$ cat src/rtl/mem_port_arbiter.sv
// mem_port_arbiter: shares one single-port memory between the core (port C) and the loader/DMA (port D).
// Optional build macro MEM_ARB_STARVE_GUARD_EN bounds how long C may hold the bus while D waits.
module mem_port_arbiter #(
    parameter int AW            = 32,
    parameter int DW            = 32,
    parameter int DMA_BURST_MAX = 8,
    parameter int STARVE_LIMIT  = 16
) (
    input  logic          clk,
    input  logic          reset,
    input  logic          c_req,
    input  logic          c_we,
    input  logic [AW-1:0] c_addr,
    input  logic [DW-1:0] c_wdata,
    output logic          c_gnt,
    output logic          c_rvalid,
    output logic [DW-1:0] c_rdata,
    output logic          c_stall,
    input  logic          d_req,
    input  logic          d_we,
    input  logic [AW-1:0] d_addr,
    input  logic [DW-1:0] d_wdata,
    output logic          d_gnt,
    output logic          d_rvalid,
    output logic [DW-1:0] d_rdata,
    output logic          mem_we,
    output logic [AW-1:0] mem_addr,
    output logic [DW-1:0] mem_wdata,
    input  logic [DW-1:0] mem_rdata
);
    localparam int NP  = 2;
    localparam int PC  = 0;
    localparam int PD  = 1;
    localparam int BCW = $clog2(DMA_BURST_MAX) + 1;
    localparam logic [BCW-1:0] BURST_LAST = BCW'(DMA_BURST_MAX - 1);

    typedef enum logic [1:0] {
        IDLE  = 2'd0,
        OWN_C = 2'd1,
        OWN_D = 2'd2
    } owner_t;

    owner_t         owner_q, owner_d;
    logic [BCW-1:0] burst_cnt_q, burst_cnt_d;
    logic [NP-1:0]  rd_pend_q, rd_pend_d;

    logic [NP-1:0]  port_req;
    logic [NP-1:0]  port_we;
    logic [NP-1:0]  port_own;
    logic [NP-1:0]  port_gnt;
    logic [AW-1:0]  port_addr  [NP];
    logic [DW-1:0]  port_wdata [NP];

    assign port_req        = {d_req, c_req};
    assign port_we         = {d_we, c_we};
    assign port_own        = {owner_q == OWN_D, owner_q == OWN_C};
    assign port_addr[PC]   = c_addr;
    assign port_addr[PD]   = d_addr;
    assign port_wdata[PC]  = c_wdata;
    assign port_wdata[PD]  = d_wdata;

    // A grant is the owner's live request; reset suppresses any access in flight.
    generate
        for (genvar gi = 0; gi < NP; gi++) begin : g_port
            assign port_gnt[gi]  = ~reset & port_req[gi] & port_own[gi];
            assign rd_pend_d[gi] = port_gnt[gi] & ~port_we[gi];
        end
    endgenerate

    always_comb begin
        mem_we    = 1'b0;
        mem_addr  = '0;
        mem_wdata = '0;
        for (int i = 0; i < NP; i++) begin
            if (port_gnt[i]) begin
                mem_we    = port_we[i];
                mem_addr  = port_addr[i];
                mem_wdata = port_wdata[i];
            end
        end
    end

    assign c_gnt    = port_gnt[PC];
    assign d_gnt    = port_gnt[PD];
    assign c_stall  = c_req & ~c_gnt;
    assign c_rdata  = mem_rdata;
    assign d_rdata  = mem_rdata;
    // Read data lands one cycle after the grant; steer only the strobe to that port.
    assign c_rvalid = rd_pend_q[PC] & ~reset;
    assign d_rvalid = rd_pend_q[PD] & ~reset;

`ifdef MEM_ARB_STARVE_GUARD_EN
    localparam int SCW = $clog2(STARVE_LIMIT) + 1;
    localparam logic [SCW-1:0] STARVE_LAST = SCW'(STARVE_LIMIT - 1);

    logic [SCW-1:0] starve_cnt_q, starve_cnt_d;

    always_ff @(posedge clk) begin
        if (reset) begin
            starve_cnt_q <= '0;
        end else begin
            starve_cnt_q <= starve_cnt_d;
        end
    end
`else
    // Guard compiled out: the limit only describes the disabled option.
    if (STARVE_LIMIT < 0) begin : g_starve_limit_unused
    end
`endif

    always_comb begin
        owner_d     = owner_q;
        burst_cnt_d = burst_cnt_q;
`ifdef MEM_ARB_STARVE_GUARD_EN
        starve_cnt_d = starve_cnt_q;
`endif
        case (owner_q)
            IDLE: begin
                if (c_req) begin
                    owner_d = OWN_C;
                end else if (d_req) begin
                    owner_d = OWN_D;
                end
            end
            OWN_C: begin
                if (!c_req) begin
                    owner_d = d_req ? OWN_D : IDLE;
                end
`ifdef MEM_ARB_STARVE_GUARD_EN
                if (!c_req) begin
                    starve_cnt_d = '0;
                end else if (d_req) begin
                    // Last C grant the waiting loader has to tolerate: hand over next cycle.
                    if (starve_cnt_q >= STARVE_LAST) begin
                        owner_d      = OWN_D;
                        starve_cnt_d = '0;
                    end else begin
                        starve_cnt_d = starve_cnt_q + SCW'(1);
                    end
                end
`endif
            end
            OWN_D: begin
                // The grant at BURST_LAST is the final one; IDLE then gives C a slot.
                if (!d_req || burst_cnt_q >= BURST_LAST) begin
                    owner_d     = IDLE;
                    burst_cnt_d = '0;
                end else begin
                    burst_cnt_d = burst_cnt_q + BCW'(1);
                end
            end
            default: begin
                owner_d     = IDLE;
                burst_cnt_d = '0;
            end
        endcase
    end

    always_ff @(posedge clk) begin
        if (reset) begin
            owner_q     <= IDLE;
            burst_cnt_q <= '0;
            rd_pend_q   <= '0;
        end else begin
            owner_q     <= owner_d;
            burst_cnt_q <= burst_cnt_d;
            rd_pend_q   <= rd_pend_d;
        end
    end

    a_gnt_exclusive: assert property (@(posedge clk) disable iff (reset) !(c_gnt && d_gnt));
    a_we_needs_gnt:  assert property (@(posedge clk) disable iff (reset) mem_we |-> (c_gnt || d_gnt));

endmodule

$ cat config.mk
export PLATFORM = sky130hd
export DESIGN_NAME = mem_port_arbiter
export DESIGN_NICKNAME = d
export VERILOG_FILES = /design/src/rtl/mem_port_arbiter.sv
export SDC_FILE = /design/constraint.sdc
export NUM_CORES = 1
export LEC_CHECK = 0
export CAP_MARGIN = 15
export CORE_AREA = 5 5 113 115
export DETAILED_ROUTE_END_ITERATION = 6
export DIE_AREA = 0 0 118 120
export PLACE_DENSITY = 0.64
export SLEW_MARGIN = 20
export SYNTH_ARGS = -nofsm -noshare
export SYNTH_HDL_FRONTEND = slang
export SYNTH_SLANG_ARGS = --single-unit
$ cat constraint.sdc
create_clock -name clk -period 1.6 [get_ports clk]
set_clock_uncertainty 0.15 [all_clocks]
set_input_delay 0.32 -clock clk [delete_from_list [all_inputs] [get_ports clk]]
set_output_delay 0.32 -clock clk [all_outputs]
set_load 0.01 [all_outputs]
* Word-level counts from Yosys, hierarchy flattened *
Cells that the tools add are included.

storage, ports and cells
  register bits = 8
  input port bits = 166
  output and inout port bits = 134
  logic and storage cells = 42

cells by class
  add/sub/neg operators = 1
  order comparisons = 1
  equal/unequal tests = 5
  mux-type cells = 14
  bitwise logic cells = 13
  reduce and logical (&&, ||, !) cells = 5

operator list
  operator               count
  $mux W32               4
  $mux W2                5
  $and A1 B1 Y1          9
  $pmux W4 S2            1
  $pmux W2 S3            1
  $add A4 B1 Y4 const B  1
  $ge A4 B3 Y1 const B   1
  $mux W4                1
  $not A1 Y1             4
  $ne A3 B3 Y1 const B   1
  $reduce_and A3 Y1      1
  $eq A2 B1 Y1 const B   1
  $eq A2 B2 Y1 const B   1
  $logic_not A2 Y1       1
  $mux W1                2
  $ne A2 B1 Y1 const B   1
  $ne A2 B2 Y1 const B   1
  $reduce_or A2 Y1       1
  $logic_not A1 Y1       1
  $logic_or A1 B1 Y1     1

* Longest topological paths before layout *
Gate-level depths: netlist of the first run.

  depth after elaboration = 5
  depth in mapped cells = 6
  depth with buffers taken out = 4

* Worst setup path before layout of the first run *
OpenSTA, ideal clock, no wires.

  path kind = reg-to-output
  start = register owner_q[1]
  end = output mem_addr[10]
  data arrival time = 1.241 ns
  required time = 1.130 ns
  setup slack = -0.111 ns
  cell stages (with the launch flop) = 7
  buffers on the path = 3
  path through = dfxtp_1 nor3b_2 and2_1 clkbuf_2 buf_6 buf_6 a22o_1

on the way
  cells in the longest elaborated chain, start to end = 4

RTL lines
  element                 RTL line  RTL
  from (decl)             43        owner_t owner_q, owner_d;
  from (signal assigned)  165       owner_q <= owner_d;
  $eq A2 B1 Y1            56        assign port_own = {owner_q == OWN_D, owner_q == OWN_C};
  $and A1 B1 Y1           65        assign port_gnt[gi] = ~reset & port_req[gi] & port_own[gi];
  $mux W32                75        if (port_gnt[i]) begin
  $mux W32 *              75
  to (decl)               27        output logic [AW-1:0] mem_addr,

Every way passes the cells marked *; elsewhere a longest branch is shown, timed or not.

* Worst setup path in the final report of the first run *
  start = register owner_q[1]
  end = output mem_wdata[4]

on the way
  cells in the longest elaborated chain, start to end = 4

RTL lines
  element        RTL line  RTL
  $eq A2 B1 Y1   56
  $and A1 B1 Y1  65
  $mux W32       75
  $mux W32 *     75
  to (decl)      28        output logic [DW-1:0] mem_wdata,

Marked as above.

==> impl_metrics.ini, run 1 <==
[final_layout]
instances_no_fill = 494
final_common_cell = clkdlybuf4s50_1
final_cell_mix = clkdlybuf4s50_1, a22o_1, buf_2
final_area_um2 = 3606
antennaDiodeCount = 0
final_nets = 516
drive_gt1_frac = 0.3689
finish.utilization = 0.3079
area_growth_pct = 139.0

[synth]
synth_nets = 349
synth_area_leaders = a22o_1, buf_4, dfxtp_1
synthCells = 182
synth_area_leader_cell = a22o_1
synth.cell_area_um2 = 1509
synth-seq-area-share = 0.1061
ys_ff_latch = 8
ys_warn_count = 0
synth_top_area_share = 0.3773
synth_cell_types = 21
avgSynthCellArea_um2 = 8.291

[pwr]
powerDensity_nw_per_um2 = 345.9
power.leakage_nw = 1.613
ir_drop_mv = 0.1948

[global_route]
grt_max_degree = 19
antenna_found_initial = 2
grt_pass1_wl_um = 13610
grt_use_total = 0.1242
grt-ovfl-total = 0
grt_pass1_vias = 2307

[timing]
setup_tns_ns = -29.05
maxSlewViolCount = 0
timing.final.ws_setup_ns = -0.4918
rsz0062_at_grt = true
fin_crit_ns = 2.092
setup_viol = 68
maxSlewHeadroom = 0.8398
hold_viol_final = 0
worst_pin_slew_ns = 0.2370
fin_crit_sh = 1.307
max_clock_freq_ghz = 0.4781

[clock_network]
clock_path_buffers = 2
worstSkewPairLatency_ns = 0.23
h-tree-depth = 1
numClockSinks = 8
postCtsHoldBufs = 0
cts_buffers = 3
clk_pin_slew_ns = 0.04
cts_root_buffer = clkbuf_16
cts_tree = done

[placement]
gp_congestion = 0.8167
portBuffers = 203
hpwlAfterDp_um = 6514
pre_cts_ws_ns = -1.147
dpl.cell_count = 465
placed_cell_area_um2 = 3299

[route]
wl_per_cell_um = 19.91
dr_total_vias = 2129
drtIter0Drc = 59
drtPass1Iterations = 6
route.detailed.drc = 0
drt.antenna.violating_nets = 0
routed_via_density = 4.310
wl_um = 9835

[critical_path]
slowest_delay_ns = 0.36
cp-start-kind = register
required_ns = 1.13
critical-path-top-delay-family = buffers and inverters
cp_slowest_cell = dfxtp_4
worstPathArrival_ns = 1.62
critPathBufInv = 3
critPathKind = reg2out
end_kind = output pin
crit_chain = nor3b_4 -> and2_4 -> buf_12 -> clkbuf_16 -> a22o_1 -> buf_2
cp_max_fo = 8

[die]
core_area_um2 = 11710
io-pin-count = 300
die_h_um = 120
die_width_um = 118
initial_core_util = 0.1288
rows = 40
dieArea_um2 = 14160

[run_status]
run_status = finished, violations left
violations = setup timing

[job]
cap_violations = 0

[min_path]
hold_class = in2reg
[report_power, final]
part	total [W]	switching (W)	internal, W
Clock	0.000426	0.000103	0.000323
Sequential	0.000210	0.00000487	0.000205
Combinational	0.000612	0.000176	0.000436
[worst reg2reg max path, stage by stage, from the launching register on]
cell     delay (ns)
dfxtp_2        0.33
nor2b_4        0.11
buf_4          0.11
buf_4          0.09
buf_4          0.11
or4b_4         0.46
a21oi_2        0.14
[worst paths after layout]
check / start / to / slack (ns) / depth (start not counted)
max: owner_q[1] / mem_wdata[4] / -0.49 / 6
min: d_req / owner_q[1] / 0.31 / 4
max reg2reg: owner_q[0] / burst_cnt_q[2] / 0.05 / 6
min reg2reg: burst_cnt_q[1] / burst_cnt_q[1] / 0.34 / 2
[what timing repair did]
item,in CTS,in global routing
gates resized for setup,314,15
cloned,11,3
pin swaps,12,31
setup endpoints to repair,72,70
buffers inserted,15,4
[synth_stat cells]
cell type / n
clkbuf_2: 1
a21oi_1: 4
inv_2: 1
nor4b_1: 1
nand3b_1: 2
nor3b_2: 2
and2_1: 1
dfxtp_1: 8
or4b_2: 1
nor2b_1: 6
ha_1: 1
a22o_1: 65
buf_4: 68
nand2_1: 3
nor2_1: 1
o31ai_1: 2
nand3_1: 2
buf_6: 3
nand4_1: 1
o21ai_0: 1
buf_2: 8
[stage by stage]
stage | hold WS (ns) | total power [W]
final | 0.3058 | 0.001247
after global routing | 0.3332 | 0.001298
after CTS | 0.3430 | 0.001247
after detailed placement | 0.3289 | 0.0007773
after global placement | 0.3082 | 0.0007758
after floorplan | 0.2416 | 0.0004890
[cells by family after synthesis]
family          count (synthesis)  synth area share
buf+inv                        81            0.3930
fa+ha+maj                       1          0.008291
flops                           8            0.1061
simple gates                   20           0.08872
compound gates                 72            0.4038
[routing by layer]
metal  track usage  vias to the layer above  wire [µm]
li1              -                      956          -
met1        0.1123                      970       3161
met2        0.2429                      169       5185
met3       0.05419                       30       1183
met4       0.04444                        4        284
met5             0                        -         22
[cell type report]
type / instances / area [µm²]
Timing Repair Buffer: 242 / 2362
Inverter: 1 / 3.754
Fill cell: 1224 / 8105
Multi-Input combinational cell: 93 / 815.8
Clock buffer: 3 / 75.07
Tap cell: 147 / 183.9
Sequential cell: 8 / 165.2
[flip-flops by register name (all words and copies together), names as in the netlist]
signal / cells
burst_cnt_q: 4
owner_q: 2
rd_pend_q: 2
Power figures use the tool's default switching activity.
==> run 2: changes to the inputs <==
Settings changed: ABC_AREA from default to 0.
==> results of run 2 <==
Same layout as run 1: the final DEF is identical, and so are final timing and power.
